File: config.mk
export PLATFORM = sky130hd
export DESIGN_NAME = dma_chan_addr_count_regs
export DESIGN_NICKNAME = d
export VERILOG_FILES = /design/src/rtl/dma_chan_addr_count_regs.sv
export SDC_FILE = /design/constraint.sdc
export NUM_CORES = 1
export LEC_CHECK = 0
export BUFFER_PORTS_ARGS = -buffer_cell sky130_fd_sc_hd__buf_2
export CAP_MARGIN = 20
export CORE_MARGIN = 3
export CORE_UTILIZATION = 63
export CTS_CLUSTER_SIZE = 8
export DETAILED_ROUTE_END_ITERATION = 10
export PLACE_DENSITY = 0.79
export SKIP_CTS_REPAIR_TIMING = 1
export SLEW_MARGIN = 10
export SYNTH_ARGS = -nofsm -noshare
export SYNTH_HDL_FRONTEND = slang
export SYNTH_SLANG_ARGS = --single-unit
File: constraint.sdc
create_clock -name CLK -period 3.99 [get_ports CLK]
set_input_delay 0 -clock CLK [delete_from_list [all_inputs] [get_ports CLK]]
set_output_delay 0 -clock CLK [all_outputs]
set_load 0.05 [all_outputs]
File: src/rtl/dma_chan_addr_count_regs.sv
// dma_chan_addr_count_regs
//   Per-channel base/current address and word-count registers for the
//   8237A-compatible DMA model, with the shared byte pointer (BP) that
//   steers low/high byte accesses from the 8-bit CPU bus. Current registers
//   advance on each transfer strobe from timing control; terminal count is
//   flagged with a one-cycle TC pulse.
//
// Ports
//   CLK, RESET_N              clock, asynchronous active-low reset
//   CS_N                      chip select; command strobes ignored while high
//   WR_BASE_ADDR_CMD[n]       write base+current address of channel n
//   RD_CURR_ADDR_CMD[n]       read current address of channel n
//   WR_BASE_WC_CMD[n]         write base+current word count of channel n
//   RD_CURR_WC_CMD[n]         read current word count of channel n
//   CLEAR/SET_BYTE_POINTER_CMD, MASTER_CLEAR_CMD   decoder strobes
//   DB_IN / DB_OUT / DB_OE    CPU data bus write byte, read byte, read enable
//   XFER_STB, XFER_CH         one-cycle transfer-done pulse and its channel
//   ADDR_DEC, AUTOINIT        mode bits of the serviced channel
//   CURR_ADDR                 current address of XFER_CH (combinational)
//   TC, TC_CH                 terminal-count pulse and its channel
module dma_chan_addr_count_regs #(
  parameter int NUM_CH = 4,
  parameter int AW     = 16
) (
  input  logic              CLK,
  input  logic              RESET_N,
  input  logic              CS_N,
  input  logic [NUM_CH-1:0] WR_BASE_ADDR_CMD,
  input  logic [NUM_CH-1:0] RD_CURR_ADDR_CMD,
  input  logic [NUM_CH-1:0] WR_BASE_WC_CMD,
  input  logic [NUM_CH-1:0] RD_CURR_WC_CMD,
  input  logic              CLEAR_BYTE_POINTER_CMD,
  input  logic              SET_BYTE_POINTER_CMD,
  input  logic              MASTER_CLEAR_CMD,
  input  logic [7:0]        DB_IN,
  output logic [7:0]        DB_OUT,
  output logic              DB_OE,
  input  logic              XFER_STB,
  input  logic [1:0]        XFER_CH,
  input  logic              ADDR_DEC,
  input  logic              AUTOINIT,
  output logic [AW-1:0]     CURR_ADDR,
  output logic              TC,
  output logic [1:0]        TC_CH
);

  localparam int N  = NUM_CH;
  localparam int SW = 4 * N + 3;

  // Illegal multi-hot strobe vectors resolve to the lowest channel.
  function automatic logic [N-1:0] lowest_hot(input logic [N-1:0] v);
    return v & (~v + N'(1));
  endfunction

  function automatic logic [AW-1:0] put_byte(input logic [AW-1:0] r,
                                             input logic hi,
                                             input logic [7:0] b);
    return hi ? {b, r[7:0]} : {r[AW-1:8], b};
  endfunction

  function automatic logic [7:0] get_byte(input logic [AW-1:0] r, input logic hi);
    return hi ? r[AW-1:8] : r[7:0];
  endfunction

  // Strobe vector layout: [N-1:0] wr addr, [2N-1:N] rd addr, [3N-1:2N] wr wc,
  // [4N-1:3N] rd wc, then clear BP, set BP, master clear.
  logic [SW-1:0] cmd_raw;
  logic [SW-1:0] stb1_q, stb2_q, ign_q, live;
  logic          armed_q;
  logic [7:0]    db_q;

  assign cmd_raw = CS_N ? '0 :
                   {MASTER_CLEAR_CMD, SET_BYTE_POINTER_CMD, CLEAR_BYTE_POINTER_CMD,
                    lowest_hot(RD_CURR_WC_CMD), lowest_hot(WR_BASE_WC_CMD),
                    lowest_hot(RD_CURR_ADDR_CMD), lowest_hot(WR_BASE_ADDR_CMD)};

  // Stage p0 -> p1: register strobes, then a second stage for edge history.
  // ign_q masks any strobe already high when reset releases, so neither its
  // apparent rise nor its later fall is acted on.
  always_ff @(posedge CLK or negedge RESET_N) begin
    if (!RESET_N) begin
      stb1_q  <= '0;
      stb2_q  <= '0;
      ign_q   <= '0;
      armed_q <= 1'b0;
    end else begin
      stb1_q  <= cmd_raw;
      stb2_q  <= stb1_q;
      armed_q <= 1'b1;
      if (!armed_q) ign_q <= cmd_raw;
      else          ign_q <= ign_q & (stb1_q | stb2_q);
    end
  end

  always_ff @(posedge CLK) begin
    db_q <= DB_IN;
  end

  logic [N-1:0] wa_rise, wc_rise;
  logic         clr_rise, set_rise, mc_rise, bp_toggle;

  assign live      = stb1_q & ~ign_q;
  assign wa_rise   = live[N-1:0]     & ~stb2_q[N-1:0];
  assign wc_rise   = live[3*N-1:2*N] & ~stb2_q[3*N-1:2*N];
  assign clr_rise  = live[4*N]       & ~stb2_q[4*N];
  assign set_rise  = live[4*N+1]     & ~stb2_q[4*N+1];
  assign mc_rise   = live[4*N+2]     & ~stb2_q[4*N+2];
  assign bp_toggle = |(~stb1_q[4*N-1:0] & stb2_q[4*N-1:0] & ~ign_q[4*N-1:0]);

  logic [AW-1:0] base_addr_q [N];
  logic [AW-1:0] curr_addr_q [N];
  logic [AW-1:0] base_wc_q   [N];
  logic [AW-1:0] curr_wc_q   [N];
  logic [AW-1:0] base_addr_d [N];
  logic [AW-1:0] curr_addr_d [N];
  logic [AW-1:0] base_wc_d   [N];
  logic [AW-1:0] curr_wc_d   [N];
  logic          bp_q, bp_d;
  logic          tc_q, tc_d;
  logic [1:0]    tc_ch_q, tc_ch_d;

  // A programming write to the serviced channel, or a master clear, drops the
  // transfer update entirely (including its TC).
  logic xfer_go, xfer_last;
  assign xfer_go   = XFER_STB & ~mc_rise & ~wa_rise[XFER_CH] & ~wc_rise[XFER_CH];
  assign xfer_last = (curr_wc_q[XFER_CH] == '0);

  always_comb begin
    base_addr_d = base_addr_q;
    curr_addr_d = curr_addr_q;
    base_wc_d   = base_wc_q;
    curr_wc_d   = curr_wc_q;
    bp_d        = bp_q;
    tc_d        = 1'b0;
    tc_ch_d     = tc_ch_q;

    if (xfer_go) begin
      if (xfer_last && AUTOINIT) begin
        curr_addr_d[XFER_CH] = base_addr_q[XFER_CH];
        curr_wc_d[XFER_CH]   = base_wc_q[XFER_CH];
      end else begin
        curr_addr_d[XFER_CH] = ADDR_DEC ? curr_addr_q[XFER_CH] - AW'(1)
                                        : curr_addr_q[XFER_CH] + AW'(1);
        curr_wc_d[XFER_CH]   = curr_wc_q[XFER_CH] - AW'(1);
      end
      tc_d    = xfer_last;
      tc_ch_d = XFER_CH;
    end

    for (int i = 0; i < N; i++) begin
      if (wa_rise[i]) begin
        base_addr_d[i] = put_byte(base_addr_q[i], bp_q, db_q);
        curr_addr_d[i] = put_byte(curr_addr_q[i], bp_q, db_q);
      end
      if (wc_rise[i]) begin
        base_wc_d[i] = put_byte(base_wc_q[i], bp_q, db_q);
        curr_wc_d[i] = put_byte(curr_wc_q[i], bp_q, db_q);
      end
    end

    if (bp_toggle) bp_d = ~bp_q;
    if (clr_rise)  bp_d = 1'b0;
    if (set_rise)  bp_d = 1'b1;

    if (mc_rise) begin
      for (int i = 0; i < N; i++) begin
        base_addr_d[i] = '0;
        curr_addr_d[i] = '0;
        base_wc_d[i]   = '0;
        curr_wc_d[i]   = '0;
      end
      bp_d = 1'b0;
      tc_d = 1'b0;
    end
  end

  // Stage p1 -> p2: register file, byte pointer and TC state.
  always_ff @(posedge CLK or negedge RESET_N) begin
    if (!RESET_N) begin
      for (int i = 0; i < N; i++) begin
        base_addr_q[i] <= '0;
        curr_addr_q[i] <= '0;
        base_wc_q[i]   <= '0;
        curr_wc_q[i]   <= '0;
      end
      bp_q    <= 1'b0;
      tc_q    <= 1'b0;
      tc_ch_q <= '0;
    end else begin
      base_addr_q <= base_addr_d;
      curr_addr_q <= curr_addr_d;
      base_wc_q   <= base_wc_d;
      curr_wc_q   <= curr_wc_d;
      bp_q        <= bp_d;
      tc_q        <= tc_d;
      tc_ch_q     <= tc_ch_d;
    end
  end

  // Read-back mux; address reads take precedence, lowest channel wins.
  always_comb begin
    DB_OUT = 8'h00;
    DB_OE  = (|live[2*N-1:N]) | (|live[4*N-1:3*N]);
    for (int i = N - 1; i >= 0; i--) begin
      if (live[3*N+i]) DB_OUT = get_byte(curr_wc_q[i], bp_q);
    end
    for (int i = N - 1; i >= 0; i--) begin
      if (live[N+i]) DB_OUT = get_byte(curr_addr_q[i], bp_q);
    end
  end

  assign CURR_ADDR = curr_addr_q[XFER_CH];
  assign TC        = tc_q;
  assign TC_CH     = tc_ch_q;

endmodule
Word-level counts from Yosys, hierarchy flattened
Index checks and enable logic that the tools add are counted.
{"block": "totals", "elab_cells": 230, "register_bits": 326}
{"block": "classes", "n_reduce_logical": 56, "n_bitwise": 35, "n_eq_ne": 17, "n_addsub": 7, "n_mux": 72, "order_cmp": 3}
{"op": "two-way mux 64 bit", "count": 8}
{"op": "two-way mux 16 bit", "count": 27}
{"op": "bitwise mux 64 bit", "count": 4}
{"op": "binary-select mux 16 bit (select 2 bit)", "count": 4}
{"op": "two-way mux 8 bit", "count": 16}
{"op": "AND reduction 2 bit", "count": 32}
{"op": "bitwise AND 19 bit", "count": 2}
{"op": "two-way mux 19 bit", "count": 2}
{"op": "bitwise AND 16 bit", "count": 2}
{"op": "demux 16 bit (select 2 bit)", "count": 1}
{"op": "inverter 16 bit", "count": 2}
{"op": "subtractor 16 x 1 -> 16 bit (second input constant)", "count": 2}
{"op": "bitwise AND 4 bit", "count": 6}
{"op": "inequality test 3 x 1 -> 1 bit (second input constant)", "count": 8}
{"op": "inequality test 3 bit (second input constant)", "count": 8}
{"op": "inverter 4 bit", "count": 6}
{"op": "nonzero test 3 bit", "count": 8}
{"op": "inverter 19 bit", "count": 1}
{"op": "bitwise OR 19 bit", "count": 1}
{"op": "nonzero test 2 bit", "count": 9}
{"op": "adder 16 x 1 -> 16 bit (second input constant)", "count": 1}
{"op": "adder 4 x 1 -> 4 bit (second input constant)", "count": 4}
{"op": "zero test 16 bit", "count": 1}
{"op": "OR reduction 16 bit", "count": 1}
{"op": "other kinds (13)", "count": 34}

Depth between registers and ports, before layout
Gate-level depths: netlist of the first run.
{"block": "logic_depth", "depth_word": 11, "mapped_depth": 17, "depth_no_buf": 12}

Least setup slack after synthesis of the first run
Ideal clock, no wire load.
{"block": "synth_timing", "path_kind": "input -> register", "start": "input port XFER_CH[0]", "end": "register curr_addr_q[59] (netlist bit)", "required_ns": 3.895, "path_stages": 16, "n_path_buf": 7, "setup_slack_ns": -0.513, "arrival_time_ns": 4.407, "cell_sequence": "buf_4 -> buf_6 -> buf_2 -> buf_2 -> buf_2 -> buf_2 -> buf_2 -> mux4_2 -> ha_1 -> and3b_1 -> o2bb2ai_1 -> nor2_1 -> or2_2 -> o311ai_0 -> a31oi_1 -> o31ai_1"}
{"block": "synth_between", "elab_chain_cells": 11}
{"element": "from (decl)", "line_no": "39", "source": "input logic [1:0] XFER_CH,"}
{"element": "inverter 2 -> 3 bit *"}
{"element": "binary-select mux 16 bit (select 2 bit) *"}
{"element": "two-way mux 16 bit * (2 in a row)"}
{"element": "named net CURR_ADDR[2]", "line_no": "42", "source": "output logic [AW-1:0] CURR_ADDR,"}
{"element": "adder 16 x 1 -> 16 bit or subtractor 16 x 1 -> 16 bit (tied branches)", "line_no": "143, 142"}
{"element": "two-way mux 16 bit *", "line_no": "142", "source": "curr_addr_d[XFER_CH] = ADDR_DEC ? curr_addr_q[XFER_CH] - AW'(1)"}
{"element": "bitwise mux 64 bit *", "line_no": "142"}
{"element": "two-way mux 64 bit *", "line_no": "138", "source": "if (xfer_last && AUTOINIT) begin"}
{"element": "two-way mux 64 bit *", "line_no": "137", "source": "if (xfer_go) begin"}
{"element": "two-way mux 16 bit *", "line_no": "151", "source": "if (wa_rise[i]) begin"}
{"element": "two-way mux 64 bit *", "line_no": "165", "source": "if (mc_rise) begin"}
{"element": "to (signal assigned)", "line_no": "191", "source": "curr_addr_q <= curr_addr_d;"}
{"element": "to (decl)", "line_no": "111", "source": "logic [AW-1:0] curr_addr_q [N];"}
The timed path passes the listed nets; every way through them passes the cells marked *. The select of a mux whose other input is x is not followed.
A chain may end at the register's enable or synchronous reset.

Worst setup path after layout of the first run
{"block": "layout_timing", "start": "register ign_q[14]", "end": "output port DB_OUT[3]"}
{"block": "layout_between", "elab_chain_cells": 9}
{"element": "from (decl)", "line_no": "68", "source": "logic [SW-1:0] stb1_q, stb2_q, ign_q, live;"}
{"element": "from (signal assigned)", "line_no": "90", "source": "if (!armed_q) ign_q <= cmd_raw;"}
{"element": "from (signal assigned)", "line_no": "91", "source": "else ign_q <= ign_q & (stb1_q | stb2_q);"}
{"element": "inverter 19 bit", "line_no": "102", "source": "assign live = stb1_q & ~ign_q;"}
{"element": "bitwise AND 19 bit", "line_no": "102"}
{"element": "two-way mux 8 bit (3 in a row)", "line_no": "205", "source": "if (live[3*N+i]) DB_OUT = get_byte(curr_wc_q[i], bp_q);"}
{"element": "two-way mux 8 bit (4 in a row)", "line_no": "208", "source": "if (live[N+i]) DB_OUT = get_byte(curr_addr_q[i], bp_q);"}
{"element": "to (decl)", "line_no": "36", "source": "output logic [7:0] DB_OUT,"}
Every way passes these cells.

==> results of run 1 <==
==> placed cells by master, fill, tap and decap left out, drive strengths merged, types with 43 or more instances in the layout <==
| cell type | instances |
|---|---|
| nand2 | 348 |
| dfrtp | 318 |
| a21oi | 262 |
| nor2 | 172 |
| buf | 129 |
| o21ai | 93 |
| clkbuf | 72 |
| mux4 | 63 |
| mux2i | 57 |
| mux2 | 43 |
==> metrics by stage <==
| stage | setup WS (ps) | power (mW) | cell area, um^2 | util |
|---|---|---|---|---|
| floorplan | 0.2598 | 6.791 | 18250 | - |
| global placement | 336.6 | 7.841 | 19040 | 0.6762 |
| detailed placement | 246.9 | 7.941 | 19070 | 0.6772 |
| CTS | 313.1 | 11.54 | 20370 | 0.7234 |
| global route | 137.8 | 12.14 | 20790 | 0.7382 |
| finish | 210.2 | 11.72 | 20790 | 0.7382 |
==> worst max-delay path, stage by stage (launching register included) <==
cell,delay [ps]
dfrtp_1,360
nand2b_1,550
nand2_1,420
o22ai_1,220
o21ai_0,100
o21ai_0,660
a21oi_1,160
a221oi_1,420
buf_2,340
==> area by class of cell <==
type | instances | area (um^2)
Clock inverter | 3 | 55.05
Multi-Input combinational cell | 1473 | 9490
Fill cell | 2034 | 7373
Clock buffer | 72 | 1249
Tap cell | 378 | 473.0
Timing Repair Buffer | 169 | 1319
Inverter | 22 | 82.58
Sequential cell | 326 | 8122
==> cells by family after synthesis <==
| kind of cell | count (synthesis) |
|---|---|
| buffers and inverters | 157 |
| adder cells (fa/ha/maj) | 17 |
| other | 1 |
| flip-flops | 326 |
| multiplexers | 163 |
| XOR/XNOR | 19 |
| AND/OR/NAND/NOR | 710 |
| AO/OA/AOI/OAI | 563 |
==> worst paths after layout <==
path	slack, ps	to	from
worst max-delay path	210	DB_OUT[3]	ign_q[14]$_DFF_PN0_
worst min-delay path	-10	TC_CH[1]$_DFFE_PN0P_	XFER_STB
worst max register to register	430	curr_addr_q[30]$_DFFE_PN0P_	curr_addr_q[16]$_DFFE_PN0P_
worst min register to register	400	stb2_q[17]$_DFF_PN0_	stb1_q[17]$_DFF_PN0_
max in group asynchronous	2720	curr_addr_q[18]$_DFFE_PN0P_	RESET_N
min in group asynchronous	140	base_wc_q[44]$_DFFE_PN0P_	RESET_N
==> where the power goes <==
| group | internal, mW | leakage [nW] | switching [mW] |
|---|---|---|---|
| registers | 3.83 | 4.24 | 0.544 |
| logic | 1.43 | 4.16 | 2.30 |
| clock network | 2.13 | 0.620 | 1.49 |
==> layer usage <==
metal	share of wire	up-vias
met5	0	-
met1	0.38	8269
met4	0.054	0
met2	0.43	1334
li1	-	7232
met3	0.14	258
==> registers in the layout, indices dropped and copies added, names as in the netlist, 2 cells and up <==
name and flops:
base_addr_q 64, base_wc_q 64, curr_addr_q 64, curr_wc_q 64, ign_q 19, stb1_q 19
stb2_q 19, db_q 8, TC_CH 2
==> key figures, run 1 <==
Status
  • Outcome: finished, violations left
  • Violated checks: negative hold slack

Floorplan
  • Chip Height: 176.1 um
  • Core box area: 0.02816 mm^2
  • I/O Pins: 63
  • Die area: 0.03100 mm^2
  • Starting density of the core: 0.6470
  • Row cnt: 61
  • Chip width: 176.1 um

GRT
  • Largest net degree at the start of global routing: 131
  • Total GRT Usage: 0.4082
  • GR Layer Usage met2: 0.5857
  • First-pass GRT wire length: 96.64 mm
  • Met1 usage: 0.5748
  • Met3 Usage GRT: 0.1230
  • Grt peak-use layer: met2
  • GRT overflow: 0
  • Vias in the first global route: 16180
  • Antenna violations before repair: 0

Critical path
  • CP endpoint kind: primary output
  • Worst Path Required: 3990 ps
  • Reg2Reg Depth: 11
  • Top fanout value on the critical path: 10
  • Critical path type: reg -> out
  • Worst setup SP type: flop
  • Worst path arrival time: 3780 ps

Clock network
  • CTS clk-pin slew, worst paths: 50 ps
  • CTS Sinks: 326
  • Clk buf depth: 3
  • CTS H-tree depth: 2
  • Root buffer cell: clkbuf_16
  • CTS Buf Count: 46
  • Clock Latency Late Sink: 560 ps
  • CTS tree: yes

Synth
  • Count leader, synth: nand2_1
  • Synthesized area per cell: 9.316 um^2
  • Post-synth EDFFs: 0
  • Largest family of logic cells by synthesized area: compound AO/OA/AOI/OAI gates
  • Synth Area in Adders: 0.01208
  • Synth Area in Compound Gates: 0.1867
  • Synth Instances: 1956
  • Async set-reset flop share out of synthesis: 0.9755
  • Netlist Area Pre-Place: 0.01822 mm^2
  • Commonest cells post-synth: nand2_1 (348), dfrtp_1 (318), a21oi_1 (261)
  • XOR/XNOR Fraction of Synth Area: 0.009132
  • YS warnings: 0
  • Top cell type's share of synthesized area: 0.4367
  • Post-synthesis sequential area ratio: 0.4455
  • Top post-synthesis cells by area: dfrtp_1 (44%), mux4_2 (7.8%), a21oi_1 (7.2%), nand2_1 (7.2%), nor2_1 (3.5%)
  • Synth Area in Simple Gates: 0.1757
  • Area leader, netlist: dfrtp_1
  • Synth Net Count: 2008
  • Synth Flop Type: dfrtp_1
  • Cell variety after synth: 76
  • FF+latch count, synth: 326
  • Multiplexer share of the synthesized area: 0.1360

Routing
  • # DRC: 0
  • ANT nets after route: 0
  • Routed vias: 17090
  • Wire per inst: 26.47 um
  • DRT Wirelength: 64.68 mm
  • Pre-Repair DR Iteration Count: 7
  • Vias per cell: 6.997
  • Initial DRC count: 2324

Layout
  • Syn-to-layout area delta: 14.09%
  • Final cell count without fillers: 2443
  • Layout cells sized above 1: 0.1525
  • Final net count: 2090
  • N_diodes: 0

STA
  • Final period util: 0.9473
  • Setup TNS: 0 ps
  • Worst-Margin Slew: 1062 ps
  • Final min period: 3780 ps
  • Hold WS: -10.82 ps
  • Layout Skew: 32.38 ps
  • Final hold vios: 1
  • RSZ-0062 raised after global routing: false
  • Fmax: 0.2646 GHz
  • Worst slew margin: 0.2846
  • Fin. max-slew vios: 0
  • # setup viols final: 0

Hold path
  • Hold Crit Class: in -> reg
  • Hold Crit Depth: 5

Pwr
  • Peak VDD IR: 0.3807 mV
  • P per Cell Area: 563.8 mW/mm^2
  • Leakage: 9.020 nW

Placed design
  • IO Port Bufs: 62
  • Final GP Congestion: 1.017
  • Detailed Place HPWL: 44.39 mm
  • Placed cells: 2327

Run
  • Max Cap Viol: 0
(Power assumes the default switching activity.)
==> run 2: changes to the inputs <==
clock period = 4.8 ns   (was 3.99 ns; I/O delays follow)
==> run 2 against run 1 <==
  * The run now ends clean
  * Flip-flop and latch count stayed put
  * Combinational power is 19% lower
  * Clock skew is 8.2 ps lower
  * Utilization is 0.64 points lower
  * Sequential power is 16% lower
  * Design area is 0.87% lower
  * Routed wire length is 3.3% lower
  * Largest cell class unchanged
  * Highest routed layer unchanged
==> key figures, run 2 (synthesized netlist as in run 1, its figures left out) <==
Critical path
  • Crit path max-delay family: compound AO/OA/AOI/OAI gates
  • Buf+Inv Stages, Crit Path: 1 (unchanged)
  • CP max-delay cell: o21ai_0
  • R2R Setup Slk: 1370 ps (+940 ps)
  • Worst setup SP type: flop
  • Worst Path Required: 4800 ps (+810 ps)
  • Max incr delay on CP: 760 ps (+100 ps)
  • Critical path's most frequent cell: o21ai_0
  • CP cell instances: nand2b_1, nand2_1, o22ai_1, o21ai_0, o21ai_0, a21oi_1, a221oi_1, buf_2
  • CP endpoint kind: primary output
  • Top fanout value on the critical path: 10 (unchanged)
  • Critical path type: reg -> out
  • Worst path arrival time: 3830 ps (+50 ps)

Routing
  • DR WL met3: 8.933 mm (-1.9%)
  • Initial DRC count: 2167 (-6.8%)
  • DRT Wirelength: 62.54 mm (-3.3%)
  • ANT nets after route: 0 (unchanged)
  • Wl on met1: 23.60 mm (-3.0%)
  • Routed vias: 16920 (-1.0%)
  • DR top layer: met4
  • Vias per cell: 6.961 (-0.51%)
  • Pre-Repair DR Iteration Count: 6 (-1)
  • # DRC: 0 (unchanged)
  • Wire per inst: 25.73 um (-2.8%)
  • Routed length on met2: 27.02 mm (-2.5%)

Floorplan
  • Starting density of the core: 0.6470 (unchanged)
  • Chip width: 176.1 um (unchanged)
  • Die area: 0.03100 mm^2 (unchanged)
  • I/O Pins: 63 (unchanged)
  • Row cnt: 61 (unchanged)
  • Chip Height: 176.1 um (unchanged)
  • Core box area: 0.02816 mm^2 (unchanged)

STA
  • # setup viols final: 0 (unchanged)
  • Final period util: 0.7989
  • Worst slew margin: 0.2351 (-0.04952)
  • Fin. max-slew vios: 0 (unchanged)
  • Final hold vios: 0 (-1)
  • Layout Skew: 24.19 ps (-8.188 ps)
  • Setup TNS: 0 ps (unchanged)
  • Final min period: 3835 ps
  • RSZ-0062 raised after global routing: false
  • Final setup margin: 965.2 ps (+755.1 ps)
  • Fmax: 0.2608 GHz
  • Worst-Margin Slew: 1147 ps (+85.50 ps)

Layout
  • Fillers: 2035 (+0.049%)
  • Most frequent cells in the layout: nand2_1 (348), dfrtp_1 (317), a21oi_1 (261)
  • Reg area: 0.008122 mm^2 (unchanged)
  • Syn-to-layout area delta: 13.10%
  • Final net count: 2067 (-1.1%)
  • Fin area: 0.02061 mm^2 (-0.87%)
  • Commonest non-fill, non-tap cell in the layout: nand2_1
  • N_diodes: 0 (unchanged)
  • Footprint of the multi-input gates: 0.009490 mm^2 (unchanged)
  • Layout cells sized above 1: 0.1422 (-0.01031)

Placed design
  • Detailed Place HPWL: 42.78 mm (-3.6%)
  • Pre-CTS WS: 877.8 ps (+630.8 ps)
  • Dpl cell area: 0.01885 mm^2 (-1.1%)
  • IO Port Bufs: 62 (unchanged)
  • Final GP Congestion: 1.022 (+0.41%)

Clock network
  • Root buffer cell: clkbuf_16
  • Clock Latency Late Sink: 560 ps (about the same)
  • CTS H-tree depth: 2 (unchanged)
  • CTS Buf Count: 46 (unchanged)
  • Clk buf depth: 3 (unchanged)
  • CTS Sinks: 326 (unchanged)
  • CTS clk-pin slew, worst paths: 50 ps (about the same)
  • CTS tree: yes

GRT
  • Vias in the first global route: 16130 (-0.30%)
  • GRT overflow: 0 (unchanged)
  • Antenna violations before repair: 1 (+1)
  • First-pass GRT wire length: 95.58 mm (-1.1%)
  • Total GRT Usage: 0.4005 (-0.007709)
  • Largest net degree at the start of global routing: 92 (-30%)

Pwr
  • Leakage: 8.904 nW (-1.3%)
  • P per Cell Area: 471.5 mW/mm^2 (-16%)
  • Peak VDD IR: 0.3439 mV (-9.7%)
  • Pwr Total: 9.717 mW (-17%)

Run
  • Max Cap Viol: 0 (unchanged)

Status
  • Outcome: complete, no violations

Hold path
  • Hold Crit Class: in -> reg
run 2: per-layer routing:
layer,vias to the layer above,GRT usage
met5,-,0
met3,229,0.1239
met2,1258,0.5878
met4,0,0.1577
li1,7176,-
met1,8259,0.5626
run 2: through the flow:
step,hold slack (ps),cells,util
final,1.535,2431,0.7318
after global routing,11.90,2431,0.7318
after CTS,-503.8,2390,0.7173
after detailed placement,54.55,2304,0.6694
after global placement,53.68,2304,0.6694
after floorplan,-295.6,1956,-
run 2: worst paths after layout:
path,from,endpoint,cells past startpoint
setup / recovery,ign_q[14]$_DFF_PN0_,DB_OUT[0],8
hold / removal,XFER_STB,TC_CH[1]$_DFFE_PN0P_,5
setup reg to reg,curr_addr_q[4]$_DFFE_PN0P_,curr_addr_q[53]$_DFFE_PN0P_,8
hold reg to reg,stb1_q[17]$_DFF_PN0_,stb2_q[17]$_DFF_PN0_,0
max in group asynchronous,RESET_N,curr_addr_q[20]$_DFFE_PN0P_,3
min in group asynchronous,RESET_N,base_wc_q[43]$_DFFE_PN0P_,2
run 2: worst register-to-register path, stage by stage (launching register included):
cell and delay (ps):
dfrtp_1 450, mux4_2 520, ha_1 350, a21oi_1 400, mux2_2 390, a311oi_1 570
mux2_2 340, a32oi_1 110, o21ai_0 210
run 2: power breakdown:
group / internal [mW] / leakage, nW / switching, mW
clock network: 1.81 / 0.636 / 1.24
registers: 3.18 / 4.24 / 0.462
logic: 1.16 / 4.03 / 1.86
run 2: cell type report:
class | instances | share of cell area
repair buffers | 146 | 0.05306
flip-flops and latches | 326 | 0.3941
well taps | 378 | 0.02295
multi-input cells | 1473 | 0.4605
inverters | 22 | 0.004007
clock inverters | 3 | 0.002853
clock buffers | 83 | 0.06259
